[config.mk]
export PLATFORM = sky130hd
export DESIGN_NAME = rr_mux
export DESIGN_NICKNAME = d
export VERILOG_FILES = /design/src/rtl/rr_mux.sv
export SDC_FILE = /design/constraint.sdc
export NUM_CORES = 1
export LEC_CHECK = 0
export CAP_MARGIN = 20
export CORE_MARGIN = 2
export CORE_UTILIZATION = 39
export DETAILED_ROUTE_END_ITERATION = 7
export GPL_TIMING_DRIVEN = 0
export PLACE_DENSITY = 0.89
export SLEW_MARGIN = 20
export SYNTH_ARGS = -nofsm -noshare
export SYNTH_HDL_FRONTEND = slang
export SYNTH_SLANG_ARGS = --single-unit
export TNS_END_PERCENT = 100
[constraint.sdc]
create_clock -name clk -period 3.5 [get_ports clk]
set_clock_uncertainty 0.15 [all_clocks]
set_input_delay 0.7 -clock clk [delete_from_list [all_inputs] [get_ports clk]]
set_output_delay 0.7 -clock clk [all_outputs]
set_load 0.01 [all_outputs]
[src/rtl/rr_mux.sv]
// N-channel registered mux with round-robin arbitration and valid/ready on every port.
// Optional macro RR_MUX_CHAN_ID_EN adds the registered m_id output.
module rr_mux #(
    parameter int N = 4,
    parameter int W = 8,
    localparam int IDW = (N > 1) ? $clog2(N) : 1
) (
    input  logic           clk,
    input  logic           rst_n,
    input  logic [N-1:0]   s_valid,
    output logic [N-1:0]   s_ready,
    input  logic [N*W-1:0] s_data,
    output logic           m_valid,
    input  logic           m_ready,
    output logic [W-1:0]   m_data
`ifdef RR_MUX_CHAN_ID_EN
    ,
    output logic [IDW-1:0] m_id
`endif
);

    logic [IDW-1:0] ptr;
    logic [IDW-1:0] g;
    logic [IDW-1:0] ptr_next;
    logic           any;
    logic           load;
    logic [W-1:0]   sel_data;

    assign load = !m_valid || m_ready;

    // Search from ptr upwards, wrapping at N-1, and take the first valid channel.
    always_comb begin
        int idx;
        idx = 0;
        g   = '0;
        any = 1'b0;
        for (int k = 0; k < N; k++) begin
            idx = int'(ptr) + k;
            if (idx >= N) idx = idx - N;
            if (!any && s_valid[idx]) begin
                any = 1'b1;
                g   = IDW'(idx);
            end
        end
    end

    // Gated by rst_n so no channel sees a handshake while the block is held in reset.
    always_comb begin
        s_ready = '0;
        if (rst_n && load && any) s_ready[g] = 1'b1;
    end

    assign sel_data = s_data[int'(g)*W +: W];
    assign ptr_next = (g == IDW'(N-1)) ? '0 : g + 1'b1;

    always_ff @(posedge clk or negedge rst_n) begin
        if (!rst_n) begin
            m_valid <= 1'b0;
            m_data  <= '0;
            ptr     <= '0;
        end else if (load) begin
            if (any) begin
                m_valid <= 1'b1;
                m_data  <= sel_data;
                ptr     <= ptr_next;
            end else begin
                m_valid <= 1'b0;
            end
        end
    end

`ifdef RR_MUX_CHAN_ID_EN
    always_ff @(posedge clk or negedge rst_n) begin
        if (!rst_n) begin
            m_id <= '0;
        end else if (load && any) begin
            m_id <= g;
        end
    end
`endif

endmodule

Word level (Yosys, flattened, before mapping)
Cells that the tools add are included.

word-level totals
  bits in registers = 11
  latch bits = 0
  RAM bits = 0
  memory bits (read-only) = 0
  bits of input ports = 39
  output and inout port bits = 13
  logic and storage cells = 64
  memories kept = 0

operators by class
  add/subtract/negate cells = 8
  multipliers = 0
  divide/modulo/power cells = 0
  magnitude comparators = 10
  eq/ne operators = 1
  shift-type cells = 1
  mux-type cells = 29
  bitwise gates (word level) = 0
  reductions and logical operators = 12

operator list
  operator                                                                        count
  32-bit by 4-bit less-than comparator with 1-bit output (second input constant)  4
  32-bit 2-to-1 mux                                                               4
  32-bit by 6-bit indexed part select with 8-bit output                           1
  1-bit 2-to-1 mux                                                                14
  3-bit by 3-bit subtractor with 4-bit output (second input constant)             3
  2-bit 2-to-1 mux                                                                5
  3-bit >= comparator (second input constant)                                     3
  1-bit binary-select mux with 2-bit select                                       4
  2-bit by 2-bit adder with 3-bit output (second input constant)                  2
  1-bit logical AND                                                               6
  1-bit logical NOT                                                               4
  4-bit 2-to-1 mux                                                                1
  2-bit by 3-bit subtractor with 4-bit output (second input constant)             1
  2-bit by 1-bit adder with 3-bit output (second input constant)                  1
  2-bit by 3-bit >= comparator with 1-bit output (second input constant)          1
  2-bit by 3-bit less-than comparator with 1-bit output (second input constant)   1
  2-bit by 1-bit adder with 2-bit output (second input constant)                  1
  1-bit demux with 2-bit select                                                   1
  2-bit equality test (second input constant)                                     1
  2-bit by 1-bit >= comparator with 1-bit output (second input constant)          1
  2-bit AND reduction                                                             1
  1-bit logical OR                                                                1

Longest topological paths before layout
Gate-level depths: netlist of the first run.

  word-level depth = 20
  mapped depth = 6
  mapped depth without buffers = 5

Least setup slack after synthesis of the first run
No wires, ideal clock.

  path type = input to output
  from = input port s_valid[0]
  to = output port s_ready[3]
  arrival = 1.941 ns
  data required time = 2.650 ns
  slack = 0.709 ns
  stages on the path = 5
  buffers on the path = 1
  path through = nor2b_1 > nor4_4 > nor2_2 > buf_6 > nor4_1

between the ends
  word-level cells in the longest chain between the ends = 18
  elaborated cells on any way between the ends = 33
  those cells by class = order compare (2); mux (23); reduce/logical (8)

RTL lines
  what                                                                                                                                                  RTL line  RTL
  from (decl)                                                                                                                                           10        input logic [N-1:0] s_valid,
  1-bit binary-select mux with 2-bit select                                                                                                             40        if (!any && s_valid[idx]) begin
  1-bit 2-to-1 mux (implied by the code) (2 in a row)                                                                                                   40
  1-bit 2-to-1 mux                                                                                                                                      40
  1-bit logical NOT                                                                                                                                     40
  1-bit logical AND                                                                                                                                     40
  1-bit 2-to-1 mux                                                                                                                                      40
  1-bit logical NOT                                                                                                                                     40
  1-bit logical AND                                                                                                                                     40
  1-bit 2-to-1 mux                                                                                                                                      40
  1-bit logical NOT                                                                                                                                     40
  1-bit logical AND                                                                                                                                     40
  2-bit 2-to-1 mux                                                                                                                                      40
  2-bit by 3-bit less-than comparator with 1-bit output (implied by the code) / 2-bit by 1-bit >= comparator with 1-bit output (equally long branches)  50        if (rst_n && load && any) s_ready[g] = 1'b1;
  1-bit logical AND (implied by the code)                                                                                                               50
  1-bit 2-to-1 mux (implied by the code)                                                                                                                50
  1-bit demux with 2-bit select                                                                                                                         50
  4-bit 2-to-1 mux (*)                                                                                                                                  50
  to (decl)                                                                                                                                             11        output logic [N-1:0] s_ready,

Mark *: on every way between the ends. The rest lies on a longest branch, timed or not. The select of a mux whose other input is x is not followed.

Final worst setup path of the first run
  from = input port s_valid[2]
  to = output port s_ready[1]

Same word-level chain as after synthesis.

==> flow_results.org, run 1 <==
** Synth
- Synthesis Warnings :: 0
- Synthesized-area fraction occupied by ao, oa, aoi and oai cells :: roughly 28%
- A synthesized cell averages approximately 9.4 um^2.
- Synth Register Bits :: 11
- Most area-hungry cell type in the Yosys netlist :: sky130_fd_sc_hd__dfrtp_1
- Simple-gate area share of the yosys netlist :: 20.2%
- Yosys mapped the design onto 27 distinct sky130hd cell types.
- Part of the Yosys area used for sequential elements :: approximately a third
- Mux contribution to synthesized area :: 13.2%
- Proportion of netlist area held by the largest area contributor :: between 30% and 40%
- Area of the mapped netlist :: roughly 800 um^2
- XOR/XNOR share of the synthesized area :: 0%
- Arithmetic-cell share of the synthesized area counting full adders, half adders and majority gates :: between 1.5 and 2%
- Dominant cells by area after synthesis :: sky130_fd_sc_hd__dfrtp_1 33%, sky130_fd_sc_hd__a221o_1 9.7%, sky130_fd_sc_hd__mux2_4 9.1%
- Number of cells produced by synthesis :: 88
- Combinational family with the most area after synthesis :: compound AO/OA/AOI/OAI gates
- The number of nets in the synthesized netlist is around 130.

** Pwr
- Power per cell area :: approximately 560 nW/um^2
- In this run the static leakage power is about 0.63 nW.
- VDD IR max :: 0.313 mV

** Global route
- Initial antenna violation count :: 0
- Global-route wire length before repair :: about 4800 um
- Vias in the first global route :: just over 1000
- Remaining global-route overflow :: 0
- Total track usage :: about a quarter
- Maximum number of pins on one net before global-route repair :: 14

** Job
- The tool flagged a number of max-cap violations equal to 0.

** Worst setup path
- Worst Path Arrival :: 2540 ps
- Setup Crit Path Kind :: in -> out
- At the worst endpoint, the required time is between 2000 and 3000 ps.
- CP dominant cell by count :: sky130_fd_sc_hd__clkdlybuf4s50_1
- Number of buffers and inverters on the critical path :: 3
- STA classifies the critical path endpoint as an output pin.
- Library cell contributing the largest single delay on the critical path :: sky130_fd_sc_hd__clkdlybuf4s50_1
- Maximum fanout along the worst path :: 4
- Grouping stages by cell kind, the critical path spends the most delay in buffers and inverters.
- On the worst path, the slowest cell contributes a delay of 560 ps.
- The signal on the critical path passes through clkdlybuf4s50_1 -> nor2b_4 -> a211oi_4 -> nor2_2 -> buf_6 -> nor3_1 -> clkdlybuf4s50_1.
- STA classifies the critical path startpoint as a primary input.

** Floorplanning
- Starting density of the core :: approximately two fifths
- Die Y-Extent :: 49.9 um
- The die covers ~2500 um^2.
- The core region is between 1500 and 2000 um^2.
- Row cnt :: 16
- 52 I/O pins were placed.
- Die W :: about 50 um

** Finish
- Commonest cells after routing, fill and taps aside :: 45 x sky130_fd_sc_hd__clkdlybuf4s50_1, 11 x sky130_fd_sc_hd__dfrtp_1, 10 x sky130_fd_sc_hd__o21ai_0
- The number of antenna diodes in the final layout is 0.
- Proportion of layout cells with a drive suffix above 1 :: ~16%
- The library cell used most frequently in the layout, excluding fill and tap cells, is sky130_fd_sc_hd__clkdlybuf4s50_1.
- Growth of design area from synthesis to finish :: 78.0%
- # nets final :: 189

** Place
- Summed over all nets, the half-perimeter wirelength after detailed placement is between 2000 and 2500 um.
- Input and output buffers added on the ports amount to between 50 and 60.
- Routability-driven placement finished with a final weighted congestion of a little under 0.8.
- Minimum setup slack after placement :: -541 ps

** Route
- Post-detailed-route DRC marker count :: 0
- Sum of routed wire length over all layers :: around 2900 um
- For this block, the initial DRC count from the detailed router was 31.
- First-pass iteration count of the detailed router :: 4
- In this run the remaining antenna-violating nets after routing total 0.
- In the final routed layout, each cell accounts on average for approximately 17 um.
- Total number of vias :: a little under 1000
- In the routed layout, each cell is associated on average with a via count of around 5.7.

** Outcome
- Status :: finished, final reports clean

** Timing
- The count of final max-slew check failures came to 0.
- Tightest Pin Transition :: between 1000 and 1500 ps
- The worst path needs 3390 ps of the cycle, external delays included.
- The worst path uses 96.8% of the clock period.
- Slew HR :: roughly 27%
- For this run, the top clock speed supported by timing is between 0.2 and 0.3 GHz.
- Hold Vio Cnt, Final :: 0
- Unrepaired setup endpoints after global routing :: no
- Hold_ws :: 254 ps
- Min setup slack post-route :: approximately 110 ps
- Count of final setup violators :: 0

** Clocking
- TritonCTS Buffers :: 3
- For the worst-skew pair, the clock arrives at the later sink with an insertion delay of around 280 ps.
- Clock tree synthesis selected as its root buffer the cell sky130_fd_sc_hd__clkbuf_4.
- CTS built an H-tree with a depth of 1.
- Cts-stage hold buffer count :: 0
- CTS tree :: yes
- Clock Path Buffers :: 2
- Clock transition at the registers of the reported paths :: ~80 ps
- The clock net in this run drives a total of 11 sinks.

** Hold path
- Hold WC Path Type :: in -> async
registers in the layout, indices dropped and copies added, names as in the netlist:
register and flops:
ptr 2, m_valid 1, m_data 8
per-layer routing:
metal | vias to the layer above | wire (um) | GRT usage, %
met5 | - | 0 | 0
met4 | 0 | 44 | 9.72
met3 | 5 | 241 | 3.33
met2 | 62 | 1500 | 48.4
met1 | 463 | 1150 | 29.2
li1 | 465 | - | -
where the power goes:
| group | switching [W] | internal, W |
|---|---|---|
| Sequential | 0.0000424 | 0.000180 |
| Combinational | 0.000221 | 0.000285 |
| Clock | 0.0000508 | 0.0000443 |
cell usage after synthesis (all sizes together):
library cell / number
nor2b: 3
clkbuf: 1
o21ai: 11
nor4: 4
inv: 2
and3: 1
a21oi: 9
buf: 2
a21o: 1
mux2: 8
or4: 1
ha: 1
a221o: 8
dfrtp: 11
o21ba: 1
a211oi: 2
nor3: 2
nor2: 3
nand2: 8
nand3: 8
a211o: 1
per-stage QoR:
stage	TNS, ps	total power, W	cells	instance area, um^2	utilization (%)
3_5_place_dp	-1530	0.000682	166	1370	69.0
3_3_place_gp	-1220	0.000666	166	1370	69.0
2_1_floorplan	0	0.000479	88	823	-
4_1_cts	0	0.000820	175	1450	73.1
5_1_grt	0	0.000878	175	1470	73.9
6_report	0	0.000823	175	1470	73.9
what timing repair did:
action                                  in CTS  in global routing
pin swaps                                    3                  0
endpoints found under the setup margin       4                  3
setup buffers                                5                  0
gates resized for setup                     10                  5
path summary, 6_finish.rpt:
path / start / end / slack, ps / depth (start not counted)
worst max-delay path: s_valid[2] / s_ready[1] / 110 / 7
worst min-delay path: rst_n / m_data[4]$_DFFE_PN0P_ / 250 / 1
worst max register to register: ptr[1]$_DFFE_PN0P_ / m_data[7]$_DFFE_PN0P_ / 1310 / 7
worst min register to register: m_data[1]$_DFFE_PN0P_ / m_data[1]$_DFFE_PN0P_ / 370 / 1
max in group asynchronous: rst_n / ptr[1]$_DFFE_PN0P_ / 2550 / 1
min in group clk: m_data[1]$_DFFE_PN0P_ / m_data[1]$_DFFE_PN0P_ / 370 / 1
area by class of cell:
cell class	instances	area, um^2
Clock buffer	4	26.3
Timing Repair Buffer	56	548
Sequential cell	11	275
Inverter	2	7.51
Fill cell	151	517
Tap cell	27	33.8
Multi-Input combinational cell	72	556
Buffer	3	18.8
kinds of logic after synthesis:
logic type,after synthesis
AND/OR/NAND/NOR,30
multiplexers,8
adder cells (fa/ha/maj),1
AO/OA/AOI/OAI,33
buffers and inverters,5
flip-flops,11
(Power assumes the default switching activity.)
==> inputs of run 2 (changes only) <==
--- a/config.mk
+++ b/config.mk
@@ -10,2 +10,3 @@
 export CORE_UTILIZATION = 39
+export CTS_CLUSTER_SIZE = 16
 export DETAILED_ROUTE_END_ITERATION = 7
--- a/constraint.sdc
+++ b/constraint.sdc
@@ -4,2 +4,2 @@
 set_output_delay 0.7 -clock clk [all_outputs]
-set_load 0.01 [all_outputs]
+set_load 0.1 [all_outputs]
==> flow_results.org, run 2 (synthesis results as in run 1) <==
** Route
- Sum of routed wire length over all layers :: 2870 um (-2.3%)
- The via count was 974 (-2.1%).
- First-pass iteration count of the detailed router :: 4 (unchanged)
- WL per Instance :: 16.7 um (-0.61%)
- Vias per Instance :: 5.66 (-0.40%)
- The DRC violation total after the first TritonRoute iteration is 19 (-39%).
- Post-route ant nets :: 0 (unchanged)
- The number of design rule violations left after detail routing is 0 (unchanged).

** Timing
- The post-layout worst setup margin came to 91.7 ps (-18.6 ps).
- The maximum clock frequency is 0.293 GHz (-0.55%).
- Period minus WS final :: 3410 ps (+18.6 ps)
- Tightest Pin Transition :: 1080 ps (-3.52 ps)
- The setup-violating endpoint count in the final report came to 0 (unchanged).
- The total count of hold-check failures in the final report came to 0 (unchanged).
- Pins over their slew limit :: 0 (unchanged)
- Slew HR :: 27.4% (+0.24 points)
- Share of the clock period used by the worst path after layout :: 97.4% (+0.53 points)
- Post-Route Setup TNS :: 0 ps (unchanged)
- Hold_ws :: 368 ps (+114 ps)

** Finish
- The flip-flop count of the largest register, all copies and words added came to 8 (unchanged).
- Relative to the synthesized area, the layout overhead comes to 78.9%.
- Registers with the highest flip-flop counts :: m_data x8, ptr x2, m_valid x1
- Multi-input combinational cell area :: 583 um^2 (+5.0%)
- The fraction of layout instances using a drive strength above 1 is 18.6% (+2.4 points).
- Post-route non-filler standard cell count :: 172 (-1.7%)
- Filler cell count :: 132 (-13%)
- The footprint of the flip-flops and latches was 275 um^2 (unchanged).
- The library cell used most frequently in the layout, excluding fill and tap cells, is sky130_fd_sc_hd__clkdlybuf4s50_1.
- # nets final :: 186 (-1.6%)
- Area of all placed cells without fillers :: 1470 um^2 (+0.51%)
- m_data holds more flip-flops than any other register.
- The antenna diode count came to 0 (unchanged).
- Commonest cells after routing, fill and taps aside :: 45 x sky130_fd_sc_hd__clkdlybuf4s50_1, 11 x sky130_fd_sc_hd__dfrtp_1, 10 x sky130_fd_sc_hd__o21ai_0, 9 x sky130_fd_sc_hd__a21oi_1

** Floorplanning
- Die W :: 49.9 um (unchanged)
- The die area is 2490 um^2 (unchanged).
- The die boundary height is 49.9 um (unchanged).
- The effective utilization at floorplan was 41.5% (unchanged).
- The core box area was 1980 um^2 (unchanged).
- Row cnt :: 16 (unchanged)
- Ports placed on the boundary :: 52 (unchanged)

** Place
- DP Cell Count :: 166 (unchanged)
- The placer congestion estimate is 0.886 (+15%).
- Minimum setup slack after placement :: -1130 ps (-588 ps)
- Placed Area :: 1410 um^2 (+3.0%)
- The post-DP HPWL came to 2060 um (-4.1%).
- The port buffer count is 51 (unchanged).

** Clocking
- TritonCTS Buffers :: 3 (unchanged)
- Clock Path Buffers :: 2 (unchanged)
- The number of sinks driven by the clock tree is 11 (unchanged).
- Clock latency of the later-clocked register in the worst-skew pair :: 280 ps (about the same)
- Clock tree synthesis selected as its root buffer the cell sky130_fd_sc_hd__clkbuf_4.
- TritonCTS built the clock tree.
- Number of H-tree levels :: 1 (unchanged)
- The clock transition at the registers of the reported paths was 80 ps (about the same).

** Worst setup path
- STA classifies the critical path startpoint as a primary input.
- The required arrival time at the worst endpoint was 2650 ps (about the same).
- Critical Path Sink Type :: output pin
- The peak fanout along the critical path came to 10 (+6).
- Worst Path Arrival :: 2560 ps (+20 ps)
- Setup Crit Path Kind :: in -> out

** Global route
- The number of antenna violations at the first check in global routing came to 0 (unchanged).
- The number of global-route vias before repair came to 988 (-3.9%).
- The aggregate global routing overflow came to 0 (unchanged).
- The global-route usage over all layers was 24.5% (-1.4 points).
- The global-route wire length before repair was 4670 um (-2.6%).
- Maximum number of pins on one net before global-route repair :: 14 (unchanged)

** Job
- Max Cap Viol :: 0 (unchanged)

** Pwr
- Power per cell area :: 793 nW/um^2 (+41%)
- VDD IR max :: 0.572 mV (+83%)
- The static leakage is 0.604 nW (-4.6%).

** Outcome
- The flow ran to the end, and the final reports show no timing, DRC or antenna violations.

** Hold path
- Hold WC Path Type :: in -> async
-- run 2: repair_timing --
action,in CTS,in global routing
hold buffers,0,0
cloned,0,0
setup buffers,2,0
resized for setup,31,4
endpoints found under the hold margin,0,0
pin swaps,2,0
endpoints found under the setup margin,4,3
-- run 2: worst paths after layout --
path                                       startpoint               endpoint  slack [ps]  cells after the start
worst max-delay path                       s_valid[3]             s_ready[2]          90                      8
worst min-delay path                            rst_n  m_data[6]$_DFFE_PN0P_         370                      1
worst max register to register     ptr[0]$_DFFE_PN0P_  m_data[6]$_DFFE_PN0P_        1280                      5
worst min register to register  m_data[4]$_DFFE_PN0P_  m_data[4]$_DFFE_PN0P_         370                      1
max in group asynchronous                       rst_n  m_data[4]$_DFFE_PN0P_        2430                      1
min in group clk                m_data[4]$_DFFE_PN0P_  m_data[4]$_DFFE_PN0P_         370                      1
-- run 2: routing by layer --
layer / part of all wire [%] / GRT usage (%)
met1: 41 / 30.5
met2: 52 / 41.8
met5: 0 / 0
met3: 5.9 / 5.76
met4: 0.98 / 6.94
-- run 2: final cells by class --
cell class	instances	share of cell area, %
Multi-Input combinational cell	72	39.6
Timing Repair Buffer	53	35.9
Sequential cell	11	18.7
Tap cell	27	2.29
Clock buffer	4	1.78
Buffer	3	1.27
Inverter	2	0.510
-- run 2: report_power, final --
part	switching, W	internal, W	total, W
sequential	0.0000405	0.000180	0.000220
combinational	0.000580	0.000272	0.000852
clock	0.0000512	0.0000443	0.0000955
total	0.000672	0.000496	0.00117
-- run 2: critical path: stages --
cell	delay (ps)
sky130_fd_sc_hd__clkdlybuf4s50_1	500
sky130_fd_sc_hd__o21ai_1	330
sky130_fd_sc_hd__a211oi_4	90
sky130_fd_sc_hd__nor2_2	180
sky130_fd_sc_hd__buf_6	210
sky130_fd_sc_hd__ha_1	160
sky130_fd_sc_hd__and3_1	160
sky130_fd_sc_hd__buf_6	230
-- run 2: metrics by stage --
step / power, W / utilization [%]
2_1_floorplan: 0.000838 / -
3_3_place_gp: 0.00104 / 71.1
3_5_place_dp: 0.00105 / 71.1
4_1_cts: 0.00116 / 73.7
5_1_grt: 0.00122 / 74.3
6_report: 0.00117 / 74.3
==> edit (flow settings as in run 1) <==
Change the parameter `N` from 4 to 8.
--- a/src/rtl/rr_mux.sv
+++ b/src/rtl/rr_mux.sv
@@ -2,5 +2,5 @@
 // Optional macro RR_MUX_CHAN_ID_EN adds the registered m_id output.
 module rr_mux #(
-    parameter int N = 4,
+    parameter int N = 8,
     parameter int W = 8,
     localparam int IDW = (N > 1) ? $clog2(N) : 1
Interface: changed (resized s_data, s_ready and s_valid); port bits go from 52 to 92. The function was not compared with the original's and may differ.
==> edit against run 1 <==
The run now ends with negative setup slack left. Design area rose to 3.3 times the old value. Count of clock-buffer cells in the layout down 1. Register-to-register slack worse by 1.8 ns. Highest routed layer unchanged. Setup slack worse by 1.0 ns. Area after synthesis rose to 3.3 times the old value. First-iteration DRC count rose to 15 times the old value. Synthesized cell count rose to 4.0 times the old value. Routed wire length rose to 4.7 times the old value. Sequential cell count up 1. Die area rose to 3.0 times the old value. Worst hold slack better by 0.12 ns.
Power is left out: the tool's default activity adds up to more than one toggle a clock period on the data nets, which glitch-free logic cannot reach.
==> edit: results (changes against run 1) <==
stage;metric;value;unit;change
synthesis;netlist_top_cells_area;dfrtp_1 (11%), mux4_2 (7.5%), nand4_1 (6.8%);;
global_route;grtUsageMet2;55.9;%;+7.4 points
placed_design;detailed_place_hpwl;7860;µm;+270%
synthesis;syn_nets;429;;+240%
final_layout;fillers;450;;+200%
route;drt-total-wl;13700;µm;+370%
route;drt-met1-wl;4960;µm;+330%
synthesis;synth_fa_ha_area_share;1.40;%;-0.12 points
global_route;grt_max_degree;15;;+1
clock_network;cts_root_buf;clkbuf_8;;
route;wl_met2;6330;µm;+320%
final_layout;drive_above_1_share;37.0;%;+21 points
route;drt_iter0_markers;467;;+1400%
run_status;outcome;complete, but fails checks;;
placed_design;placed_cells;522;;+210%
route;firstDrtPassIters;8;;+4
global_route;use_met3;5.97;%;+2.6 points
sta;final-setup-viol-count;19;;+19
global_route;grt_first_pass_wirelength;19600;µm;+310%
clock_network;insertion_delay;0.24;ns;-0.04 ns
global_route;met1_usage;40.0;%;+11 points
clock_network;clockBufferDepth;2;;unchanged
global_route;grt_usage;32.8;%;+7.0 points
global_route;grt_pass1_vias;3847;;+270%
placed_design;port_buffers;91;;+78%
sta;layout_setup_ws;-0.939;ns;-1.05 ns
clock_network;htreeDepth;1;;unchanged
route;via_per_inst;6.99;;+23%
final_layout;largest_registers;m_data (8), ptr (3), m_valid (1);;
synthesis;synth_xor_area_share;1.96;%;+2.0 points
critical_path;critPathMaxStageDelay;0.42;ns;-0.14 ns
synthesis;ys_seq_area_share;11.2;%;-22 points
hold_path;hp-class;reg2reg;;
placed_design;placed_area;3870;µm²;+180%
run_status;violations;negative setup slack;;
route;routed-wl-met3;1510;µm;+530%
synthesis;synthMuxAreaShare;15.8;%;+2.6 points
route;vias;4056;;+310%
synthesis;syn_inst;351;;+300%
synthesis;synthTopCellsByCount;nand2_1 (42), nand4_1 (29), nor2_1 (28), o21ai_0 (23), a22oi_1 (14);;
placed_design;place.gp.congestion;0.980;;+27%
synthesis;synth_cell_types;57;;+110%
sta;totalNegativeSetupSlack;-11.62;ns;-11.62 ns
critical_path;cp_slowest_cell;dfrtp_2;;
critical_path;critical_path_arrival;3.59;ns;+1.05 ns
placed_design;preCtsSetupSlack;-1.42;ns;-0.877 ns
edit: cell types whose count changed after synthesis, sizes merged, moves of 14 or more:
cell,before,now
o211ai,0,14
a22oi,0,14
nand2,8,43
mux2i,0,14
buf,2,21
o21ai,11,30
nand4,0,29
nor2,3,29
edit: kinds of logic (layout without fill, tap and decap cells):
| logic type | Yosys count | in the layout |
|---|---|---|
| multiplexers | 28 | 28 |
| adder cells (fa/ha/maj) | 3 | 3 |
| XOR/XNOR | 6 | 6 |
| buffers and inverters | 40 | 189 |
| AO/OA/AOI/OAI | 112 | 112 |
| flip-flops | 12 | 12 |
| AND/OR/NAND/NOR | 150 | 150 |
edit: timing repair:
action,4_1_cts,5_1_grt
pin swaps,65,23
setup buffers,51,10
resized for setup,127,27
gates cloned,1,0
endpoints found under the setup margin,19,19
hold endpoints to repair,0,0
edit: worst paths after layout:
path / start / endpoint / slack (ns) / cells after the start
setup / recovery: ptr[0]$_DFFE_PN0P_ / s_ready[0] / -0.94 / 19
hold / removal: m_data[0]$_DFFE_PN0P_ / m_data[0]$_DFFE_PN0P_ / 0.38 / 2
setup reg to reg: ptr[0]$_DFFE_PN0P_ / ptr[1]$_DFFE_PN0P_ / -0.49 / 21
hold reg to reg: m_data[0]$_DFFE_PN0P_ / m_data[0]$_DFFE_PN0P_ / 0.38 / 2
max in group asynchronous: rst_n / ptr[0]$_DFFE_PN0P_ / 2.09 / 1
min in group asynchronous: rst_n / m_data[2]$_DFFE_PN0P_ / 0.69 / 1
edit: area by class of cell:
cell class,instances,area (µm²),share of cell area [%]
flip-flops and latches,12,302,6.27
repair buffers,150,1410,29.4
clock buffers,3,41.3,0.859
plain buffers,29,303,6.30
well taps,80,100,2.08
multi-input cells,299,2610,54.3
inverters,7,38.8,0.807
